### src/rtl/hop_seq_pkg.sv
// Shared state encoding and lane-selection helper for the hop-chain test sequencer.
package hop_seq_pkg;

  localparam int MAX_LANES = 32;

  typedef enum logic [2:0] {
    IDLE,
    CLEAR,
    LAUNCH,
    WAIT,
    DONE
  } hop_state_e;

  // Returns MAX_LANES when no bit is set, so a zero mask selects no lane.
  function automatic int lowest_set_idx(input logic [MAX_LANES-1:0] mask);
    int idx;
    idx = MAX_LANES;
    for (int i = MAX_LANES - 1; i >= 0; i--) begin
      if (mask[i]) idx = i;
    end
    return idx;
  endfunction

endpackage

### src/rtl/hop_lat_counter.sv
// Saturating launch-to-exit latency counter with synchronous clear and a timeout flag.
module hop_lat_counter #(
  parameter int LAT_W   = 4,
  parameter int TIMEOUT = 15
) (
  input  logic             clock0,
  input  logic             rst0_n,
  input  logic             clr,
  input  logic             en,
  output logic [LAT_W-1:0] cnt,
  output logic             at_timeout
);

  logic [LAT_W-1:0] cnt_q;
  logic [LAT_W-1:0] cnt_d;

  assign at_timeout = (cnt_q == LAT_W'(TIMEOUT));
  assign cnt        = cnt_q;

  // Holding at TIMEOUT keeps a dead lane from wrapping back into a plausible latency.
  always_comb begin
    cnt_d = cnt_q;
    if (clr) begin
      cnt_d = '0;
    end else if (en && !at_timeout) begin
      cnt_d = cnt_q + LAT_W'(1);
    end
  end

  always_ff @(posedge clock0) begin
    if (!rst0_n) begin
      cnt_q <= '0;
    end else begin
      cnt_q <= cnt_d;
    end
  end

endmodule

### src/rtl/hop_chain_sequencer.sv
// Per-lane clear/launch/measure sequencer for the multi-lane hop flop-chain benches.
module hop_chain_sequencer
  import hop_seq_pkg::*;
#(
  parameter int LANES   = 4,
  parameter int DEPTH   = 4,
  parameter int CLR_CYC = 2,
  parameter int TIMEOUT = 15,
  parameter int LAT_W   = 4
) (
  input  logic                   clock0,
  input  logic                   rst0_n,
  input  logic                   run,
  input  logic [LANES-1:0]       lane_mask,
  output logic [LANES-1:0]       start,
  output logic [LANES*DEPTH-1:0] stage_rst,
  input  logic [LANES-1:0]       lane_out,
  output logic                   busy,
  output logic                   done,
  output logic                   pass,
  output logic [LANES-1:0]       err_lane,
  output logic [LAT_W-1:0]       lat_last
);

  localparam int CLR_W = (CLR_CYC > 2) ? $clog2(CLR_CYC) : 1;

  hop_state_e             state_q, state_d;
  logic [LANES-1:0]       mask_q, mask_d;
  logic [LANES-1:0]       err_q, err_d;
  logic [LANES-1:0]       start_q, start_d;
  logic [LANES*DEPTH-1:0] stage_rst_q, stage_rst_d;
  logic                   busy_q, busy_d;
  logic                   done_q, done_d;
  logic                   pass_q, pass_d;
  logic [LAT_W-1:0]       lat_last_q, lat_last_d;
  logic [CLR_W-1:0]       clr_cnt_q, clr_cnt_d;

  logic [LANES-1:0]       sel;
  int                     lane_idx;
  logic                   lane_hit;
  logic                   wait_exit;
  logic                   cnt_clr;
  logic                   cnt_en;
  logic                   at_timeout;
  logic [LAT_W-1:0]       cnt;

  // The lane under test is always the lowest bit still pending in the mask.
  always_comb begin
    sel      = '0;
    lane_idx = lowest_set_idx(MAX_LANES'(mask_q));
    for (int j = 0; j < LANES; j++) begin
      sel[j] = (j == lane_idx);
    end
  end

  assign lane_hit  = |(lane_out & sel);
  assign wait_exit = (state_q == WAIT) && (lane_hit || at_timeout);
  assign cnt_clr   = (state_d == LAUNCH);
  assign cnt_en    = (state_q == LAUNCH) || ((state_q == WAIT) && !wait_exit);

  hop_lat_counter #(
    .LAT_W   (LAT_W),
    .TIMEOUT (TIMEOUT)
  ) u_lat_counter (
    .clock0     (clock0),
    .rst0_n     (rst0_n),
    .clr        (cnt_clr),
    .en         (cnt_en),
    .cnt        (cnt),
    .at_timeout (at_timeout)
  );

  always_comb begin
    state_d    = state_q;
    mask_d     = mask_q;
    err_d      = err_q;
    pass_d     = pass_q;
    lat_last_d = lat_last_q;
    clr_cnt_d  = clr_cnt_q;
    done_d     = 1'b0;

    unique case (state_q)
      IDLE: begin
        if (run) begin
          mask_d    = lane_mask;
          err_d     = '0;
          clr_cnt_d = '0;
          state_d   = (lane_mask == '0) ? DONE : CLEAR;
        end
      end
      CLEAR: begin
        if (clr_cnt_q == CLR_W'(CLR_CYC - 1)) begin
          state_d = LAUNCH;
        end else begin
          clr_cnt_d = clr_cnt_q + CLR_W'(1);
        end
      end
      LAUNCH: begin
        state_d = WAIT;
      end
      WAIT: begin
        // Any other lane toggling while this one is measured is cross-lane leakage.
        err_d = err_q | (lane_out & ~sel);
        if (wait_exit) begin
          lat_last_d = cnt;
          if (at_timeout || (cnt != LAT_W'(DEPTH))) begin
            err_d = err_d | sel;
          end
          mask_d    = mask_q & ~sel;
          clr_cnt_d = '0;
          state_d   = (mask_d == '0) ? DONE : CLEAR;
        end
      end
      DONE: begin
        done_d  = 1'b1;
        pass_d  = (err_q == '0);
        state_d = IDLE;
      end
      default: begin
        state_d = IDLE;
      end
    endcase
  end

  // Pin-facing outputs are decoded from the next state so they change only on a clock edge.
  always_comb begin
    busy_d      = (state_d != IDLE);
    start_d     = (state_d == LAUNCH) ? sel : '0;
    stage_rst_d = (state_d == CLEAR) ? '1 : '0;
  end

  always_ff @(posedge clock0) begin
    if (!rst0_n) begin
      state_q     <= IDLE;
      mask_q      <= '0;
      err_q       <= '0;
      start_q     <= '0;
      stage_rst_q <= '1;
      busy_q      <= 1'b0;
      done_q      <= 1'b0;
      pass_q      <= 1'b0;
      lat_last_q  <= '0;
      clr_cnt_q   <= '0;
    end else begin
      state_q     <= state_d;
      mask_q      <= mask_d;
      err_q       <= err_d;
      start_q     <= start_d;
      stage_rst_q <= stage_rst_d;
      busy_q      <= busy_d;
      done_q      <= done_d;
      pass_q      <= pass_d;
      lat_last_q  <= lat_last_d;
      clr_cnt_q   <= clr_cnt_d;
    end
  end

  assign start     = start_q;
  assign stage_rst = stage_rst_q;
  assign busy      = busy_q;
  assign done      = done_q;
  assign pass      = pass_q;
  assign err_lane  = err_q;
  assign lat_last  = lat_last_q;

endmodule
### config.mk
export PLATFORM = sky130hd
export DESIGN_NAME = hop_chain_sequencer
export DESIGN_NICKNAME = d
export VERILOG_FILES = /design/src/rtl/hop_seq_pkg.sv /design/src/rtl/hop_lat_counter.sv /design/src/rtl/hop_chain_sequencer.sv
export SDC_FILE = /design/constraint.sdc
export NUM_CORES = 1
export LEC_CHECK = 0
export CORE_UTILIZATION = 45
export CTS_CLUSTER_DIAMETER = 120
export DETAILED_ROUTE_END_ITERATION = 8
export PLACE_DENSITY = 0.86
export SYNTH_ARGS = -nofsm -noshare
export SYNTH_HDL_FRONTEND = slang
export SYNTH_SLANG_ARGS = --single-unit
### constraint.sdc
create_clock -name clock0 -period 2.5 [get_ports clock0]
set_clock_uncertainty 0.2 [all_clocks]
set_input_delay 0.5 -clock clock0 [delete_from_list [all_inputs] [get_ports clock0]]
set_output_delay 0.5 -clock clock0 [all_outputs]
set_load 0.1 [all_outputs]
# After elaboration in Yosys (flattened, before gate mapping)
# Index checks and enable logic that the tools add are counted.
# totals
ff_bits	43
latch_bits	0
ramBits	0
romBits	0
inputBits	11
output_inout_bits	31
elab_cells	79
memories	0
# classes
add_sub_neg	2
n_mul	0
div_mod_pow	0
n_lt_le_gt_ge	0
eq_ne	13
shifts	0
mux	23
bitwise	7
n_reduce_logical	23
# op_table
op	count
$eq 3x32->1 const A	2
$mux 32	2
$eq 2x32->1 const A	1
$logic_not 32->1	1
$mux 4	5
$mux 16	1
$pmux 4 s2	2
$mux 3	5
$and 4x4->4	3
$logic_not 4->1	3
$mux 6	2
$pmux 3 s4	1
$eq 3x2->1 const B	3
$or 4x4->4	2
$eq 3x1->1 const B	2
$reduce_and 2->1	3
$reduce_and 3->1	2
$reduce_bool 3->1	2
$add 4x1->4 const B	1
$eq 4x4->1 const B	1
$mux 1	4
$ne 2x2->1 const B	2
$ne 4x3->1 const B	1
$not 4->4	1
11 further kinds	16

# Depth between registers and ports, before layout
# logic_depth
depth_word	13
ltp_mapped	7
ltp_nobuf	7

# Modules after synthesis
# From an unflattened synthesis, not the netlist that was laid out.
# unflattened
hier_cells	163
area_unflattened_um2	1473.9
# modules_own_cells
module	n_inst	cells_each	area_per_inst_um2	seq_area_each_um2
hop_chain_sequencer	1	141	1276.2	480.5
hop_lat_counter	1	22	197.7	80.1

# Worst setup path before layout
# Ideal clock, no wire load.
# synth_timing
kind	reg-to-output
from	register stage_rst[14] (netlist name)
to	output stage_rst[10]
t_arrival_ns	1.608
setup_slack_ns	0.192
path_stages_with_launch	2
path_buffers	1
path_cell_list	dfxtp_1 > buf_4
# synth_lines
item	line	rtl
end: declaration	hop_chain_sequencer.sv:16	output logic [LANES*DEPTH-1:0] stage_rst,

# Worst setup path after layout
# layout_timing
from	register u_lat_counter.cnt_q[0], in the netlist u_lat_counter.cnt[0]
to	register u_lat_counter.cnt_q[3], in the netlist u_lat_counter.cnt[3]
# layout_between
elab_chain_cells	7
# layout_lines
item	line	rtl
start: declaration	hop_lat_counter.sv:14	logic [LAT_W-1:0] cnt_q;
start signal: assignment	hop_lat_counter.sv:34	cnt_q <= cnt_d;
$eq 4x4->1	hop_lat_counter.sv:17	assign at_timeout = (cnt_q == LAT_W'(TIMEOUT));
$logic_or 1x1->1	hop_chain_sequencer.sv:57	assign wait_exit = (state_q == WAIT) && (lane_hit || at_timeout);
$logic_and 1x1->1	hop_chain_sequencer.sv:57	
$mux 3 or $logic_not 1->1 (tied branches)	hop_chain_sequencer.sv:104, hop_chain_sequencer.sv:59	
$pmux 3 s4 or $logic_and 1x1->1 (tied branches)	hop_chain_sequencer.sv:82, hop_chain_sequencer.sv:59	
$eq 3x2->1 or $logic_or 1x1->1 (tied branches)	hop_chain_sequencer.sv:58, hop_chain_sequencer.sv:59	
$reduce_or 2->1 (no line) or $logic_and 1x1->1 (tied branches)	-	
# Parallel ways exist; a longest one is shown, timed or not.
# A chain may end at the register's enable or synchronous reset.

==> key figures <==
Min path
  – Worst min path class: flop to flop
  – Hold path depth: 2
  – Hold endpoint: pass
  – Min-Delay Startpoint: pass

Critical path
  – Critical Path AT: 2.30 ns
  – WS Path Type: flop to flop
  – CP Max Fanout: 5
  – Crit end category: flop
  – Worst flop-to-flop path endpoint: u_lat_counter.cnt[3]
  – Crit path launch type: flop
  – Worst R2R Start: u_lat_counter.cnt[0]
  – Critical Path RT: 2.54 ns
  – Reg2reg path depth: 6
  – R2R Setup Slk: 0.24 ns

Yosys
  – Syn_area_per_cell: 8.33 um2
  – Post-synthesis sequential area ratio: 37.8%
  – Yosys top cell area share: 37.8%
  – Synth Warn #: 0
  – Number of flops mapped to enable cells by yosys: 0
  – Cell accounting for the most synthesized area: dfxtp_1
  – Synthesized flop and latch total: 28
  – Synth Cell Area: 1480 um2
  – Syn Inst Count: 178
  – Commonest cells post-synth: 28 x dfxtp_1, 23 x nor2_1, 17 x buf_4
  – Top-count cell post-synth: dfxtp_1
  – Synth top area cells: dfxtp_1 38%, buf_4 8.6%, nor2_1 5.8%
  – Unique masters post-synth: 44
  – Async set-or-reset flop fraction in the synthesized netlist: 0%
  – Top FF cell, synth: dfxtp_1
  – Syn Nets: 191

Placed design
  – Pre-CTS setup slack: 0.0291 ns
  – Dpl hpwl: 2620 um
  – Placer's final routability congestion estimate: 0.899
  – Port Buffers: 41

Routing
  – DR top layer: met4
  – DR vias: 1379
  – WL met1: 1420 um
  – Drt drc: 0
  – Router iterations before antenna repair: 4
  – Routed WL per cell: 13.6 um
  – Drt total wl: 3440 um
  – Initial DRC count: 72
  – Via/cell ratio: 5.47
  – Routed Antenna Nets: 0
  – Met2 routed WL: 1640 um
  – Met3 WL: 312 um

Clock network
  – Num CTS Buffers: 3
  – Reg clk slew, reported paths: 0.15 ns
  – Clock sinks: 28
  – # hold bufs at CTS: 0
  – # resized after CTS: 0
  – H-Tree Depth: 1
  – Clock Tree Root: clkbuf_4
  – CTS max path bufs: 2
  – TritonCTS clock tree: built
  – Post-CTS setup buffer count: 0
  – Clock Latency Late Sink: 0.33 ns

Timing
  – Worst Max-Slew Pin Slew: 0.617 ns
  – Final worst path period need: 2.26 ns
  – RSZ-0062 raised after global routing: no
  – Max-slew violations: 0
  – Fin Setup TNS: 0 ns
  – # setup viols final: 0
  – Fmax: 0.442 GHz
  – Worst setup margin: 0.239 ns
  – Worst hold slack: 0.316 ns
  – Final period util: 90.5%
  – Relative slew slack: 58.5%
  – Final hold vios: 0

Global route
  – Antenna violations before repair: 0
  – GRT Overall Usage: 21.0%
  – Vias in the first global route: 1186
  – Largest net degree at the start of global routing: 17
  – First-pass GRT wire length: 5510 um
  – Grt ovf: 0

Floorplan
  – Area of the core: 3080 um2
  – Initial Utilization: 48.2%
  – # IOs: 42
  – Height of the chip: 59.4 um
  – Chip width: 59.4 um
  – # rows: 20
  – Total Die Area: 3530 um2

Layout
  – Final net count: 222
  – Area Overhead vs Synth: 35.4%
  – Antenna Cells: 0
  – Fraction of layout cells with a size suffix above 1: 22.6%
  – Post-Route Utilization: 65.2%
  – Layout fillers: 254

Job
  – Max Cap Viol: 0

Power
  – Pwr/cell area: 741 nW/um2
  – Maximum VDD drop: 459 uV
  – Leakage power: 0.832 nW

Outcome
  – Status: completed
[routing by layer]
| metal | track usage [%] | vias to the layer above |
|---|---|---|
| li1 | - | 665 |
| met1 | 25.8 | 631 |
| met2 | 36.1 | 74 |
| met3 | 4.37 | 9 |
| met4 | 7.14 | 0 |
| met5 | 0 | - |
[power by group]
| part | internal (mW) | switching (mW) |
|---|---|---|
| sequential | 0.465 | 0.0221 |
| clock | 0.0893 | 0.133 |
| combinational | 0.255 | 0.524 |
| total | 0.809 | 0.680 |
[stage by stage]
stage	instances	area [um2]	total power, mW
after floorplan	178	1480	1.06
after global placement	248	1970	1.27
after detailed placement	248	1970	1.27
after CTS	252	2010	1.49
after global routing	252	2010	1.54
final	252	2010	1.49
[layout by cell type, fill, tap and decap left out, drive strengths merged, types with 2 or more instances in the layout]
cell / count
nor4: 2
mux2i: 6
or3: 3
dfxtp: 28
a311oi: 2
clkdlybuf4s50: 10
nor3b: 2
inv: 6
clkbuf: 4
and3: 2
a211oi: 2
nand3: 8
a21oi: 12
nand3b: 2
a31oi: 2
buf: 39
o21ai: 8
nand2b: 6
and2: 3
or2: 2
nand2: 11
a22oi: 3
ha: 2
nor2: 23
nor3: 6
[flip-flops by register name, indices dropped and copies added (netlist names)]
signal             count
pass                   1
lat_last               4
stage_rst              1
clr_cnt_q              1
mask_q                 4
done                   1
u_lat_counter.cnt      4
start                  4
busy                   1
state_q                3
err_lane               4
[worst max-delay path by stage]
| stage | from | depth (start not counted) | slack, ns | to |
|---|---|---|---|---|
| after floorplan | stage_rst[14] | 1 | 0.19 | stage_rst[10] |
| after global placement | lane_out[0] | 5 | 0.09 | u_lat_counter.cnt[3] |
| after detailed placement | lane_out[0] | 5 | 0.03 | u_lat_counter.cnt[3] |
| after CTS | u_lat_counter.cnt[0] | 6 | 0.24 | u_lat_counter.cnt[3] |
| after global routing | u_lat_counter.cnt[0] | 6 | 0.14 | u_lat_counter.cnt[3] |
| final | u_lat_counter.cnt[0] | 6 | 0.24 | u_lat_counter.cnt[3] |
[cell families after synthesis]
| family | count (synthesis) | share of synthesized area (%) |
|---|---|---|
| AOI/OAI and AO/OA | 37 | 17.2 |
| xor gates and xnor gates | 1 | 0.591 |
| adders and majority gates | 2 | 1.69 |
| buffers and inverters | 30 | 12.5 |
| DFF | 28 | 37.8 |
| muxes | 7 | 4.81 |
| and+or+nand+nor | 73 | 25.4 |
[critical path: stages, from the launching register on]
cell,delay (ns)
dfxtp_1,0.39
ha_1,0.26
and3_1,0.21
a221o_1,0.35
a211oi_4,0.28
nand4_1,0.15
mux2_1,0.34
[cell type report]
cell class              instances  area, um2  share of cell area, %
flip-flops and latches         28        561                   27.9
repair buffers                 49        593                   29.5
inverters                       7       26.3                   1.31
multi-input cells             120        737                   36.7
clock buffers                   4       36.3                   1.81
well taps                      44       55.1                   2.74
No activity file was read; power rests on OpenSTA's default activity.
